`config.mk`:
```
export PLATFORM = sky130hd
export DESIGN_NAME = sy_rom_arb
export DESIGN_NICKNAME = d
export VERILOG_FILES = /design/src/rtl/sy_rom_arb.sv
export SDC_FILE = /design/constraint.sdc
export NUM_CORES = 1
export LEC_CHECK = 0
export BUFFER_PORTS_ARGS = -buffer_cell sky130_fd_sc_hd__clkbuf_2
export CAP_MARGIN = 5
export CORE_AREA = 2 2 128 130
export DETAILED_ROUTE_END_ITERATION = 16
export DIE_AREA = 0 0 130 132
export PLACE_DENSITY = 0.67
export REMOVE_ABC_BUFFERS = 1
export SKIP_CTS_REPAIR_TIMING = 1
export SYNTH_ARGS = -nofsm -noshare
export SYNTH_HDL_FRONTEND = slang
export SYNTH_SLANG_ARGS = --single-unit
```
`constraint.sdc`:
```
create_clock -name clk_i -period 1.64 [get_ports clk_i]
set_input_delay 0.246 -clock clk_i [delete_from_list [all_inputs] [get_ports clk_i]]
set_output_delay 0.246 -clock clk_i [all_outputs]
set_load 0.01 [all_outputs]
```
`src/rtl/sy_rom_arb.sv`:
```
// sy_rom_arb: shares one single-port read-only ROM read port between N_REQ requesters.
// Round-robin arbitration by default; define SY_ROM_ARB_FIXED_PRIO_EN for fixed
// lowest-index-wins priority (the rotating pointer is then removed).
// One read in flight at most; a response the owner cannot take is parked in a
// hold register until its rready arrives.
module sy_rom_arb #(
    parameter int N_REQ      = 2,
    parameter int ADDR_WIDTH = 64,
    parameter int DATA_WIDTH = 64
) (
    input  logic                        clk_i,
    input  logic                        rst_i,
    input  logic [N_REQ-1:0]            req_i,
    input  logic [N_REQ*ADDR_WIDTH-1:0] addr_i,
    output logic [N_REQ-1:0]            gnt_o,
    output logic [N_REQ-1:0]            rvalid_o,
    input  logic [N_REQ-1:0]            rready_i,
    output logic [DATA_WIDTH-1:0]       rdata_o,
    output logic                        rom_en_o,
    output logic [ADDR_WIDTH-1:0]       rom_addr_o,
    input  logic [DATA_WIDTH-1:0]       rom_rdata_i
);

    localparam int IDX_W = $clog2(N_REQ);

    typedef enum logic [1:0] {
        IDLE,
        RESP,
        HOLD
    } state_t;

    state_t                  state_q;
    logic [IDX_W-1:0]        owner_q;
    logic [DATA_WIDTH-1:0]   data_q;
`ifndef SY_ROM_ARB_FIXED_PRIO_EN
    logic [IDX_W-1:0]        ptr_q;
`endif

    logic                    owner_ready;
    logic                    can_issue;
    logic                    found;
    logic                    issue;
    logic [IDX_W-1:0]        win;
    logic [IDX_W-1:0]        idx;
    logic [IDX_W:0]          sum;
    logic [N_REQ-1:0]        win_oh;

    assign owner_ready = rready_i[owner_q];

    // A new read may start when nothing is in flight or the current response drains this cycle; never while in reset
    always_comb begin
        can_issue = rst_i && ((state_q == IDLE) || ((state_q == RESP) && owner_ready));
    end

    // Pick the first asserted request at or after the priority start point, wrapping around
    always_comb begin
        found  = 1'b0;
        win    = '0;
        win_oh = '0;
        idx    = '0;
        sum    = '0;
        for (int i = 0; i < N_REQ; i++) begin
`ifdef SY_ROM_ARB_FIXED_PRIO_EN
            sum = (IDX_W+1)'(i);
`else
            sum = {1'b0, ptr_q} + (IDX_W+1)'(i);
            if (sum >= (IDX_W+1)'(N_REQ)) begin
                sum = sum - (IDX_W+1)'(N_REQ);
            end
`endif
            idx = sum[IDX_W-1:0];
            if (!found && req_i[idx]) begin
                found       = 1'b1;
                win         = idx;
                win_oh[idx] = 1'b1;
            end
        end
    end

    assign issue = can_issue && found;

    // Drive the grant and ROM request in the issue cycle, and present the response to its owner
    always_comb begin
        gnt_o      = issue ? win_oh : '0;
        rom_en_o   = issue;
        rom_addr_o = '0;
        for (int k = 0; k < N_REQ; k++) begin
            if (issue && win_oh[k]) begin
                rom_addr_o = addr_i[k*ADDR_WIDTH +: ADDR_WIDTH];
            end
        end
        rvalid_o = '0;
        if ((state_q == RESP) || (state_q == HOLD)) begin
            rvalid_o[owner_q] = 1'b1;
        end
        rdata_o = (state_q == RESP) ? rom_rdata_i : data_q;
    end

    // Response FSM: tracks the owner of the in-flight read and parks data when the owner stalls
    always_ff @(posedge clk_i or negedge rst_i) begin
        if (!rst_i) begin
            state_q <= IDLE;
            owner_q <= '0;
            data_q  <= '0;
        end else begin
            if (issue) begin
                owner_q <= win;
            end
            case (state_q)
                IDLE: begin
                    if (issue) begin
                        state_q <= RESP;
                    end
                end
                RESP: begin
                    data_q <= rom_rdata_i;
                    if (owner_ready) begin
                        state_q <= issue ? RESP : IDLE;
                    end else begin
                        state_q <= HOLD;
                    end
                end
                HOLD: begin
                    if (owner_ready) begin
                        state_q <= IDLE;
                    end
                end
                default: state_q <= IDLE;
            endcase
        end
    end

`ifndef SY_ROM_ARB_FIXED_PRIO_EN
    // Rotate priority to the requester just after each winner
    always_ff @(posedge clk_i or negedge rst_i) begin
        if (!rst_i) begin
            ptr_q <= '0;
        end else if (issue) begin
            ptr_q <= (win == IDX_W'(N_REQ-1)) ? '0 : win + IDX_W'(1);
        end
    end
`endif

endmodule

```
==> Word-level counts from Yosys, hierarchy flattened <==
Index checks and enable logic that the tools add are counted.
{ "word_totals": {"regBits": 68, "output_inout_bits": 133, "in_bits": 198, "elab_cells": 66} }
{ "classes": {"n_eq_ne": 4, "bitwise_logic": 1, "add_sub_neg": 4, "reduce_logical": 14, "n_lt_le_gt_ge": 8, "muxes": 31} }
{ "ops": {"columns": ["operator", "n"], "rows": [
  ["$mux W64", 3],
  ["$mux W1", 17],
  ["$mux W2", 7],
  ["$logic_and A1 B1 Y1", 9],
  ["$lt A1 B2 Y1 const B", 3],
  ["$pmux W2 S3", 1],
  ["$ne A2 B2 Y1 const B", 2],
  ["$demux W1 S1", 3],
  ["$ge A1 B1 Y1 const B", 3],
  ["$add A1 B1 Y2 const B", 1],
  ["$eq A2 B1 Y1 const B", 1],
  ["$eq A2 B2 Y1 const B", 1],
  ["$ge A1 B2 Y1 const B", 1],
  ["$ge A2 B2 Y1 const B", 1],
  ["$logic_not A2 Y1", 1],
  ["$logic_or A1 B1 Y1", 2],
  ["$or A2 B2 Y2", 1],
  ["$reduce_and A2 Y1", 1],
  ["$sub A1 B1 Y1 const B", 2],
  ["$add A1 B1 Y1 const B", 1],
  ["$logic_not A1 Y1", 1]
]} }

==> Logic depth before layout (Yosys ltp) <==
{ "depth": {"ltp_word": 12, "ltp_mapped": 7, "ltp_nobuf": 5} }

==> Worst setup path before layout <==
OpenSTA, ideal clock, no wires.
{ "synth_path": {"path_kind": "flip-flop to output port", "from": "reg state_q[1]", "to": "out rdata_o[23]", "path_buffers": 2, "t_arrival_ps": 1551, "slack_ps": -157, "required_ps": 1394, "stages_incl_launch_ff": 6, "path_cell_list": "dfrtp_1 inv_1 ha_1 clkbuf_1 buf_2 mux2_2"} }
{ "synth_via": {"elab_chain_cells": 2} }
{ "synth_rtl": {"columns": ["item", "line", "rtl"], "rows": [
  ["from (decl)", "32", "state_t state_q;"],
  ["from (signal assigned)", "118", "state_q <= issue ? RESP : IDLE;"],
  ["$eq A2 B1 Y1", "96", "rdata_o = (state_q == RESP) ? rom_rdata_i : data_q;"],
  ["$mux W64", "96", null],
  ["to (decl)", "18", "output logic [DATA_WIDTH-1:0] rdata_o,"]
]} }
No other way between the ends.

==> Worst setup path after layout <==
{ "layout_path": {"from": "reg state_q[0]", "to": "out rom_addr_o[19]"} }
{ "layout_via": {"elab_chain_cells": 8, "elab_cells_between_ends": 10, "classes_between": "eq/ne (1); mux (2); reduce/logical (7)"} }
{ "layout_rtl": {"columns": ["item", "line", "rtl"], "rows": [
  ["$eq A2 B1 Y1", "52", "can_issue = rst_i && ((state_q == IDLE) || ((state_q == RESP) && owner_ready));"],
  ["$logic_and A1 B1 Y1", "52", null],
  ["$logic_or A1 B1 Y1 (*)", "52", null],
  ["$logic_and A1 B1 Y1 (*)", "52", null],
  ["$logic_and A1 B1 Y1 (*)", "80", "assign issue = can_issue && found;"],
  ["$logic_and A1 B1 Y1", "88", "if (issue && win_oh[k]) begin"],
  ["$mux W64", "88", null],
  ["$mux W64 (*)", "88", null],
  ["to (decl)", "20", "output logic [ADDR_WIDTH-1:0] rom_addr_o,"]
]} }
Mark *: on every way between the ends. The rest lies on a longest branch, timed or not.

==> flow_summary.toml <==
[outcome]
status = "finished, violations left"
violations = "negative setup slack"

[placement]
gp_congestion = 0.918
place_area_mm2 = 0.00588
hpwl_mm = 12.8
place_ws_ps = -445
numPortBuffers = 330

[min_path]
worstHoldPathCells = 2
min_from = "rom_rdata_i[58]"
worstHoldPathType = "in -> reg"
holdPathEnd = "data_q[58]$_DFF_PN0_"

[synthesis]
yosys.area.top_type = "dfrtp_1"
synth-edff-count = 0
synth_top_area_share_pct = 45.0
synth_most_common_cell = "dfrtp_1"
ys.flop_type = "dfrtp_1"
synthCells = 395
yosys-top-cells-count = "68 x dfrtp_1, 66 x nand2_1, 66 x nand3_1, 64 x mux2_2, 45 x a21oi_1"
ys_seq_area_share_pct = 45.0
avgSynthCellArea_um2 = 9.58
ys_types = 29
synth_seq_cells = 68
syn-cell-area_mm2 = 0.00378
yosysWarnings = 0
synth_area_leaders = "dfrtp_1 45%, mux2_2 19%, nand3_1 8.7%"
async_flop_share_pct = 100

[clock_network]
h-tree-depth = 3
cts_tree = "done"
cts-root-buf = "clkbuf_16"
clock_sinks = 68
clk_pin_slew_worst_paths_ps = 60
clock_latency_ps = 320
cts_made_buffers = 9
cts_buffer_depth = 2

[grt]
grtUsageTotal_pct = 16.8
grt_pass1_wl_mm = 22.4
grt_max_degree = 69
antenna_found_initial = 0
first_global_vias = 4276
grt.overflow.total = 0

[run]
drv_cap = 0

[critical_path]
r2r-start = "state_q[1]$_DFFE_PN0P_"
crit-reg2reg-capture = "ptr_q$_DFFE_PN0P_"
worstSetupStartpointType = "register"
worstPathArrival_ps = 1940
worst_setup_path_end_kind = "output port"
crit_required_ps = 1390
r2r_cells = 9
crit_type = "reg -> out"
worstPathMaxFanout = 17
r2r_slack_ps = -120

[timing]
max_freq_mhz = 457
period_share_pct = 134
setup_ws_ps = -549
fin_hold_ws_ps = 178
maxSlewHeadroom_pct = 59.9
worst_pin_slew_ps = 601
hold_viol = 0
finalSetupTns_ps = -60270
setup_viol = 133
skew_ps = 6.21
rsz0062_at_grt = "yes"
finalMaxSlewViolations = 0
period_needed_ps = 2190

[route]
dr_total_vias = 4635
drt_iter0_drc = 187
dr.pass1.iters = 5
post-route-drc-count = 0
ant_nets = 0
vias_per_cell = 4.71
wl_per_cell_um = 19.7
wl_mm = 19.4

[power]
leakage_nw = 3.79
power_density_mw_per_mm2 = 1900
ir_drop_mv = 0.816

[floorplan]
die-height_um = 132
core_mm2 = 0.0157
die_width_um = 130
die_area_mm2 = 0.0172
placementRows = 46
start_util_pct = 24.1
io_pins = 331

[finish]
final_nets = 964
fin_util_pct = 48.3
antennaDiodeCount = 0
syn2layout_area_growth_pct = 101
fill_cells = 1419
drive_gt1_share_pct = 70.8
final_area_mm2 = 0.00759
[registers in the layout, indices dropped and copies added, names as in the netlist]
name	cells
data_q	64
state_q	2
owner_q	1
ptr_q	1
[worst max-delay path by stage]
stage	startpoint	to	slack (ps)	depth (start not counted)
2_1_floorplan	ptr_q$_DFFE_PN0P_	rom_addr_o[13]	-2910	3
3_3_place_gp	state_q[0]$_DFFE_PN0P_	rom_addr_o[59]	-430	7
3_5_place_dp	state_q[1]$_DFFE_PN0P_	rom_addr_o[59]	-450	7
4_1_cts	state_q[1]$_DFFE_PN0P_	rom_addr_o[59]	-810	7
5_1_grt	state_q[0]$_DFFE_PN0P_	rom_addr_o[62]	-640	7
6_report	state_q[0]$_DFFE_PN0P_	rom_addr_o[19]	-550	7
[critical path, cell delays in order, from the launching register on]
cell	delay, ps
dfrtp_1	430
inv_2	100
ha_4	160
inv_4	50
a211o_4	400
buf_12	200
a21oi_2	120
buf_2	150
[layer usage]
metal | up-vias | global-route usage [%] | part of all wire [%]
li1 | 2119 | - | -
met1 | 2208 | 20.0 | 39
met2 | 277 | 29.3 | 51
met3 | 31 | 4.06 | 8.2
met4 | 0 | 5.38 | 2.2
met5 | - | 0 | 0
[layout by cell type, fill, tap and decap left out, types with 2 or more instances in the layout]
cell type,n
clkbuf_2,221
buf_6,69
dfrtp_1,68
nand2_1,66
nand3_1,65
mux2_4,49
a21oi_2,41
buf_2,40
buf_4,37
a21oi_4,17
clkbuf_16,17
mux2_2,15
buf_12,13
a21oi_1,7
inv_1,4
clkinv_2,3
inv_2,2
nor2_2,2
a211o_4,2
ha_4,2
clkinv_4,2
buf_8,2
[cell families (layout without fill, tap and decap cells)]
kind of cell    count (synthesis)  in the layout  share of synthesized area (%)
compound gates                 76             77                           13.0
fa+ha+maj                       3              3                          0.992
buf+inv                        43            415                           5.22
flops                          68             68                           45.0
mux                            66             66                           19.7
simple gates                  139            139                           16.1
[area by class of cell]
class                           instances  area [um2]  share of cell area, %
Sequential cell                        68        1700                   22.4
Clock buffer                           10         239                   3.15
Tap cell                              216         270                   3.56
Clock inverter                          6        40.0                  0.527
Inverter                                7        28.8                  0.379
Timing Repair Buffer                  392        2890                   38.0
Multi-Input combinational cell        285        2430                   31.9
[report_power, final]
group | internal, W | switching, W
registers | 0.00255 | 0.000293
logic | 0.00544 | 0.00442
clock network | 0.00106 | 0.000676
total | 0.00905 | 0.00539
[per-stage QoR]
step	instances	power [W]
2_1_floorplan	359	0.00608
3_3_place_gp	937	0.00865
3_5_place_dp	937	0.00878
4_1_cts	953	0.0106
5_1_grt	984	0.0152
6_report	984	0.0144
No activity file was read; power rests on OpenSTA's default activity.
